## src/rtl/dmem_pkg.sv

```systemverilog
// Shared definitions for the data-memory arbiter: FSM encoding, default widths,
// master indices and the round-robin pick helper.
package dmem_pkg;

    typedef enum logic [1:0] {
        IDLE   = 2'd0,
        OWN_M0 = 2'd1,
        OWN_M1 = 2'd2
    } state_t;

    localparam int ADDR_W_DEF = 32;
    localparam int DATA_W_DEF = 32;

    localparam logic M0 = 1'b0;
    localparam logic M1 = 1'b1;

    // On a tie the master that did not win last time is chosen.
    function automatic logic rr_pick(input logic req0, input logic req1, input logic last_grant);
        if (req0 && req1) begin
            return ~last_grant;
        end else if (req1) begin
            return M1;
        end else begin
            return M0;
        end
    endfunction

endpackage

```

## src/rtl/dmem_arbiter.sv

```systemverilog
// Round-robin arbiter sharing one single-port data memory between the CPU LSU
// (master 0) and the UART loader (master 1), with bounded lock ownership.
module dmem_arbiter
    import dmem_pkg::*;
#(
    parameter int ADDR_W   = ADDR_W_DEF,
    parameter int DATA_W   = DATA_W_DEF,
    parameter int MAX_HOLD = 8
) (
    input  logic              clk,
    input  logic              rst_n,

    input  logic              m0_req,
    input  logic              m0_we,
    input  logic              m0_lock,
    input  logic [ADDR_W-1:0] m0_addr,
    input  logic [DATA_W-1:0] m0_wdata,
    output logic              m0_gnt,
    output logic              m0_rvalid,
    output logic [DATA_W-1:0] m0_rdata,

    input  logic              m1_req,
    input  logic              m1_we,
    input  logic              m1_lock,
    input  logic [ADDR_W-1:0] m1_addr,
    input  logic [DATA_W-1:0] m1_wdata,
    output logic              m1_gnt,
    output logic              m1_rvalid,
    output logic [DATA_W-1:0] m1_rdata,

    output logic              mem_write,
    output logic              mem_read,
    output logic [ADDR_W-1:0] mem_addr,
    output logic [DATA_W-1:0] mem_wdata,
    input  logic [DATA_W-1:0] mem_rdata
);

    localparam logic [7:0] HOLD_LIM = 8'(MAX_HOLD);

    state_t     state, state_nx;
    logic       last_grant, last_nx;
    logic [7:0] hold_cnt, hold_nx;
    logic       gnt0_c, gnt1_c;
    logic       arb, win;
    logic       hold_max;
    logic       rd0_p0, rd1_p0;

    assign hold_max = (hold_cnt >= HOLD_LIM);

    always_comb begin
        gnt0_c   = 1'b0;
        gnt1_c   = 1'b0;
        state_nx = state;
        hold_nx  = hold_cnt;
        last_nx  = last_grant;
        arb      = 1'b0;
        win      = M0;

        case (state)
            OWN_M0: begin
                if (m0_req && !(hold_max && m1_req)) begin
                    gnt0_c  = 1'b1;
                    last_nx = M0;
                    if (m0_lock) begin
                        if (m1_req) hold_nx = hold_cnt + 8'd1;
                    end else begin
                        state_nx = IDLE;
                        hold_nx  = 8'd0;
                    end
                end else if (!m0_req) begin
                    arb = 1'b1;
                end else begin
                    // Hold limit reached with the other master waiting: one forced access.
                    gnt1_c   = 1'b1;
                    last_nx  = M1;
                    state_nx = IDLE;
                    hold_nx  = 8'd0;
                end
            end
            OWN_M1: begin
                if (m1_req && !(hold_max && m0_req)) begin
                    gnt1_c  = 1'b1;
                    last_nx = M1;
                    if (m1_lock) begin
                        if (m0_req) hold_nx = hold_cnt + 8'd1;
                    end else begin
                        state_nx = IDLE;
                        hold_nx  = 8'd0;
                    end
                end else if (!m1_req) begin
                    arb = 1'b1;
                end else begin
                    gnt0_c   = 1'b1;
                    last_nx  = M0;
                    state_nx = IDLE;
                    hold_nx  = 8'd0;
                end
            end
            default: arb = 1'b1;
        endcase

        // Open arbitration, also used when an owner releases without a bubble.
        if (arb) begin
            state_nx = IDLE;
            hold_nx  = 8'd0;
            if (m0_req || m1_req) begin
                win     = rr_pick(m0_req, m1_req, last_grant);
                gnt0_c  = (win == M0);
                gnt1_c  = (win == M1);
                last_nx = win;
                if ((win == M0) ? m0_lock : m1_lock) begin
                    state_nx = (win == M0) ? OWN_M0 : OWN_M1;
                    hold_nx  = 8'd1;
                end
            end
        end
    end

    assign m0_gnt = gnt0_c & rst_n;
    assign m1_gnt = gnt1_c & rst_n;

    assign mem_write = (m0_gnt & m0_we) | (m1_gnt & m1_we);
    assign mem_read  = (m0_gnt & ~m0_we) | (m1_gnt & ~m1_we);
    assign mem_addr  = m0_gnt ? m0_addr  : (m1_gnt ? m1_addr  : '0);
    assign mem_wdata = m0_gnt ? m0_wdata : (m1_gnt ? m1_wdata : '0);

    assign rd0_p0 = m0_gnt & ~m0_we;
    assign rd1_p0 = m1_gnt & ~m1_we;

    always_ff @(posedge clk or negedge rst_n) begin
        if (!rst_n) begin
            state      <= IDLE;
            last_grant <= M1;
            hold_cnt   <= 8'd0;
        end else begin
            state      <= state_nx;
            last_grant <= last_nx;
            hold_cnt   <= hold_nx;
        end
    end

    // Read return stage: capture memory data at the end of the grant cycle.
    always_ff @(posedge clk or negedge rst_n) begin
        if (!rst_n) begin
            m0_rvalid <= 1'b0;
            m1_rvalid <= 1'b0;
            m0_rdata  <= '0;
            m1_rdata  <= '0;
        end else begin
            m0_rvalid <= rd0_p0;
            m1_rvalid <= rd1_p0;
            if (rd0_p0) m0_rdata <= mem_rdata;
            if (rd1_p0) m1_rdata <= mem_rdata;
        end
    end

endmodule

```

## config.mk

```make
export PLATFORM = sky130hd
export DESIGN_NAME = dmem_arbiter
export DESIGN_NICKNAME = d
export VERILOG_FILES = /design/src/rtl/dmem_pkg.sv /design/src/rtl/dmem_arbiter.sv
export SDC_FILE = /design/constraint.sdc
export NUM_CORES = 1
export LEC_CHECK = 0
export CORE_AREA = 2 2 118 120
export DETAILED_ROUTE_END_ITERATION = 12
export DIE_AREA = 0 0 120 122
export GPL_ROUTABILITY_DRIVEN = 0
export PLACE_DENSITY = 0.79
export SLEW_MARGIN = 0
export SYNTH_ARGS = -nofsm -noshare
export SYNTH_HDL_FRONTEND = slang
export SYNTH_SLANG_ARGS = --single-unit
```

## constraint.sdc

```tcl
create_clock -name clk -period 5.2 [get_ports clk]
set_input_delay 0.52 -clock clk [delete_from_list [all_inputs] [get_ports clk]]
set_output_delay 0.52 -clock clk [all_outputs]
set_load 0.02 [all_outputs]
```

# Yosys cells after proc, flatten, opt, wreduce, memory -nomap -nowiden
# Index checks and enable logic that the tools add are counted.
# totals
reg_bits	77
inputBits	168
wordCells	95
# op_classes
addsub	1
n_lt_le_gt_ge	1
n_eq_ne	8
n_mux	55
bitwise_logic	12
reduce_logical	11
# op_table
operator	count
32-bit two-way mux	4
8-bit two-way mux	9
1-bit two-way mux	26
2-bit two-way mux	10
4-bit inequality test (second input constant)	4
8-bit one-hot mux with 2 select lines	1
5-bit inequality test (second input constant)	2
5-bit AND reduction	2
8-bit by 1-bit adder with 8-bit output (second input constant)	1
8-bit by 4-bit greater-or-equal comparator with 1-bit output (second input constant)	1
1-bit one-hot mux with 2 select lines	4
1-bit bitwise AND	6
1-bit logical AND	5
1-bit inverter	4
2-bit one-hot mux with 2 select lines	1
3-bit nonzero test	1
2-bit by 1-bit equality test with 1-bit output (second input constant)	1
2-bit equality test (second input constant)	1
1-bit zero test	2
1-bit OR	2
1-bit logical OR	1

# Depth between registers and ports, before layout
# depth
word_depth	13
ltp_mapped	10

# Worst setup path before layout
# OpenSTA, ideal clock, no wires.
# synth_path
kind	register -> output
start	register hold_cnt[7]
end	output port mem_addr[10]
arrival_time_ps	2265
t_required_ps	4680
setup_slack_ps	2415
path_stages_with_launch	7
n_path_buf	1
path_cell_list	dfrtp_1 -> or4_4 -> o21a_4 -> mux2i_1 -> a21oi_1 -> clkbuf_1 -> a22o_1
# synth_via
elab_chain_len	11
elab_cells_between_ends	24
# synth_rtl
element	line_no	text
start, declared	dmem_arbiter.sv:42	logic [7:0] hold_cnt, hold_nx;
start signal, assigned	dmem_arbiter.sv:138	hold_cnt <= hold_nx;
8-bit by 4-bit greater-or-equal comparator with 1-bit output *	dmem_arbiter.sv:48	assign hold_max = (hold_cnt >= HOLD_LIM);
1-bit logical AND (on tied branches)	dmem_arbiter.sv:81, dmem_arbiter.sv:61	
1-bit zero test (on tied branches)	dmem_arbiter.sv:81, dmem_arbiter.sv:61	
1-bit logical AND (on tied branches)	dmem_arbiter.sv:81, dmem_arbiter.sv:61	
1-bit two-way mux (on tied branches)	dmem_arbiter.sv:81, dmem_arbiter.sv:61	
1-bit one-hot mux with 2 select lines	dmem_arbiter.sv:59	case (state)
1-bit two-way mux	dmem_arbiter.sv:106	if (m0_req || m1_req) begin
1-bit two-way mux	dmem_arbiter.sv:103	if (arb) begin
1-bit bitwise AND	dmem_arbiter.sv:120	assign m1_gnt = gnt1_c & rst_n;
32-bit two-way mux	dmem_arbiter.sv:124	assign mem_addr = m0_gnt ? m0_addr : (m1_gnt ? m1_addr : '0);
32-bit two-way mux *	dmem_arbiter.sv:124	
end, declared	dmem_arbiter.sv:33	output logic [ADDR_W-1:0] mem_addr,
# Every way passes the cells marked *; elsewhere a longest branch is shown, timed or not.

# Worst setup path after layout
# layout_path
start	register hold_cnt[7]
end	output port mem_addr[25]
# Same word-level chain as after synthesis.

==> flow_summary.json <==
{
  "status": "complete, no violations",
  "vias": 3911,
  "dieArea_sq_um": 14600,
  "p_per_area_nw_per_um2": 537,
  "fin_tns_setup_ps": 0,
  "viasPerCell": 4.87,
  "cp.arrival_ps": 3530,
  "htree_levels": 3,
  "rows": 43,
  "syn_nets": 497,
  "slowest_stage": "clkdlybuf4s50_1",
  "fin_crit_ps": 4050,
  "drive_above_1_share": 0.151,
  "avgSynthCellArea_sq_um": 12.6,
  "critPathMaxStageDelay_ps": 640,
  "ys_ff_latch": 77,
  "ys.flop_type": "dfrtp_1",
  "syn_to_final_growth_pct": 83.5,
  "hold_path_depth": 1,
  "drtIter0Drc": 242,
  "synth-async-reset-ratio": 1.00,
  "worstSetupStartpointType": "register",
  "start_util": 0.303,
  "numCtsBuffers": 9,
  "fill_cells": 1134,
  "r2r_slack_ps": 1580,
  "firstDrtPassIters": 4,
  "totalWireLength_um": 14400,
  "hold_class": "register to register",
  "clkTransAtPathRegs_ps": 50,
  "drc": 0,
  "drv_slew": 0,
  "grt_max_degree": 76,
  "max_slew_margin": 0.345,
  "p_sw_frac": 0.375,
  "ir_worst_vdd_v": 0.000209,
  "antenna_found_initial": 0,
  "grt_usage": 0.190,
  "final_nets": 790,
  "tritoncts": "yes",
  "overflow": 0,
  "hold_viol": 0,
  "synth-seq-area-share": 0.471,
  "ant_nets": 0,
  "die_h_um": 122,
  "fin_skew_ps": 3.98,
  "ys_warn_count": 0,
  "p_sw_w": 0.00152,
  "maxCapViolations": 0,
  "power.leakage_nw": 3.19,
  "n_antenna_cell": 0,
  "mostFrequentLayoutCells": "clkdlybuf4s50_1, dfrtp_1, a22o_1, mux2_2, mux2_4",
  "synth.distinct_cells": 42,
  "ioPinCount": 302,
  "critical_path_class": "register to primary output",
  "power_frac_clock": 0.149,
  "routedWlPerCell_um": 18.0,
  "port_buffers": 301,
  "fp.coreArea_sq_um": 13500,
  "worstHoldStart": "m0_rdata[15]",
  "p_int_w": 0.00252,
  "final_common_cell": "clkdlybuf4s50_1",
  "cp_max_fo": 66,
  "cp.required_ps": 4680,
  "grt_pass1_wl_um": 21800,
  "die_w_um": 120,
  "root_buffer": "clkbuf_16",
  "cp-end-kind": "primary output",
  "r2r-end": "m0_rdata[3]",
  "tightest_slew_ps": 974,
  "max_freq_mhz": 247,
  "insertion_delay_ps": 320,
  "reg2reg_depth": 8,
  "syn_inst": 325,
  "synth_edf_count": 0,
  "fin_crit_sh": 0.779,
  "rsz0062_at_grt": "false",
  "combinationalPowerShare": 0.595,
  "grt_pass1_vias": 4112,
  "finalSetupViolations": 0,
  "clock_path_buffers": 2,
  "power_frac_seq": 0.255,
  "cts_resized": 0,
  "hpwl_um": 11400,
  "hold_ws_ps": 503,
  "syn_area_sq_um": 4100,
  "min_to": "m0_rdata[15]",
  "reg2reg_from": "state[0]",
  "clock-sinks": 77,
  "crit_chain": "or4_4, o211a_1, o21ai_0, nor3b_4, buf_4, a22o_1, clkdlybuf4s50_1"
}
==> power by group through the flow <==
stage / logic, W / registers, W / clock network, W
floorplan: 0.000979 / 0.00134 / 0
global placement: 0.00236 / 0.00102 / 0
detailed placement: 0.00241 / 0.00104 / 0
CTS: 0.00242 / 0.00103 / 0.000625
global route: 0.00254 / 0.00107 / 0.000655
finish: 0.00240 / 0.00103 / 0.000604
==> worst max-delay path, delay by kind of cell (launching register included) <==
family	cells	cell delay, ps
buffers and inverters	2	1180
AOI/OAI and AO/OA	3	780
and+or+nand+nor	2	800
DFF	1	380
==> state kept, by name (all words and copies together), names as in the netlist <==
name	count
hold_cnt	8
m0_rvalid	1
m1_rdata	32
state	2
last_grant	1
m1_rvalid	1
m0_rdata	32
==> cell usage after synthesis (4+ instances only) <==
library cell / instances / area share
dfrtp_1: 76 / 0.46
mux2_4: 28 / 0.10
ha_1: 4 / 0.012
nand3_1: 10 / 0.012
o21a_1: 7 / 0.013
mux2_2: 36 / 0.099
a22o_1: 65 / 0.14
inv_1: 12 / 0.011
nand2_1: 12 / 0.011
clkbuf_1: 10 / 0.0092
buf_2: 9 / 0.011
a21oi_1: 7 / 0.0086
nor2_1: 4 / 0.0037
o21ai_0: 6 / 0.0073
==> stage by stage <==
stage	instances	power, W	utilization	instance area, sq um	worst slack [ps]
after floorplan	325	0.00232	-	4100	2420
after global placement	786	0.00339	0.534	7210	1310
after detailed placement	786	0.00345	0.534	7210	1140
after CTS	803	0.00408	0.557	7520	1170
after global routing	803	0.00426	0.557	7520	1010
final	803	0.00404	0.557	7520	1150
==> worst max path at each step <==
stage | start | to | slack (ps) | cells after the start
5_1_grt | state[0] | mem_addr[25] | 1010 | 9
2_1_floorplan | hold_cnt[7] | mem_addr[10] | 2420 | 6
6_report | hold_cnt[7] | mem_addr[25] | 1150 | 7
4_1_cts | hold_cnt[6] | mem_addr[25] | 1170 | 7
3_3_place_gp | m1_req | m0_rdata[8] | 1310 | 7
3_5_place_dp | m1_req | m0_rdata[3] | 1140 | 7
==> logic make-up after synthesis <==
kind of cell | share of synthesized area
compound gates | 0.193
flops | 0.471
mux | 0.206
simple gates | 0.0648
buf+inv | 0.0528
fa+ha+maj | 0.0122
==> area by class of cell <==
| type | instances | area [sq um] | share of cell area |
|---|---|---|---|
| clock buffer | 12 | 246 | 0.0328 |
| timing repair buffer | 306 | 3050 | 0.406 |
| multi-input combinational | 211 | 1970 | 0.262 |
| tap | 180 | 225 | 0.0300 |
| clock inverter | 4 | 47.5 | 0.00632 |
| sequential | 77 | 1930 | 0.256 |
| inverter | 13 | 48.8 | 0.00649 |
==> what timing repair did <==
item | in CTS | in global routing
setup buffers | 0 | 0
hold buffers | 1 | 0
endpoints found under the hold margin | 2 | 0
==> layer usage <==
layer | up-vias | wire [um] | GRT usage
met5 | - | 0 | 0
met4 | 0 | 114 | 0.0449
met3 | 9 | 935 | 0.0454
met2 | 169 | 7670 | 0.342
met1 | 1922 | 5700 | 0.230
li1 | 1811 | - | -
(Power assumes the default switching activity.)
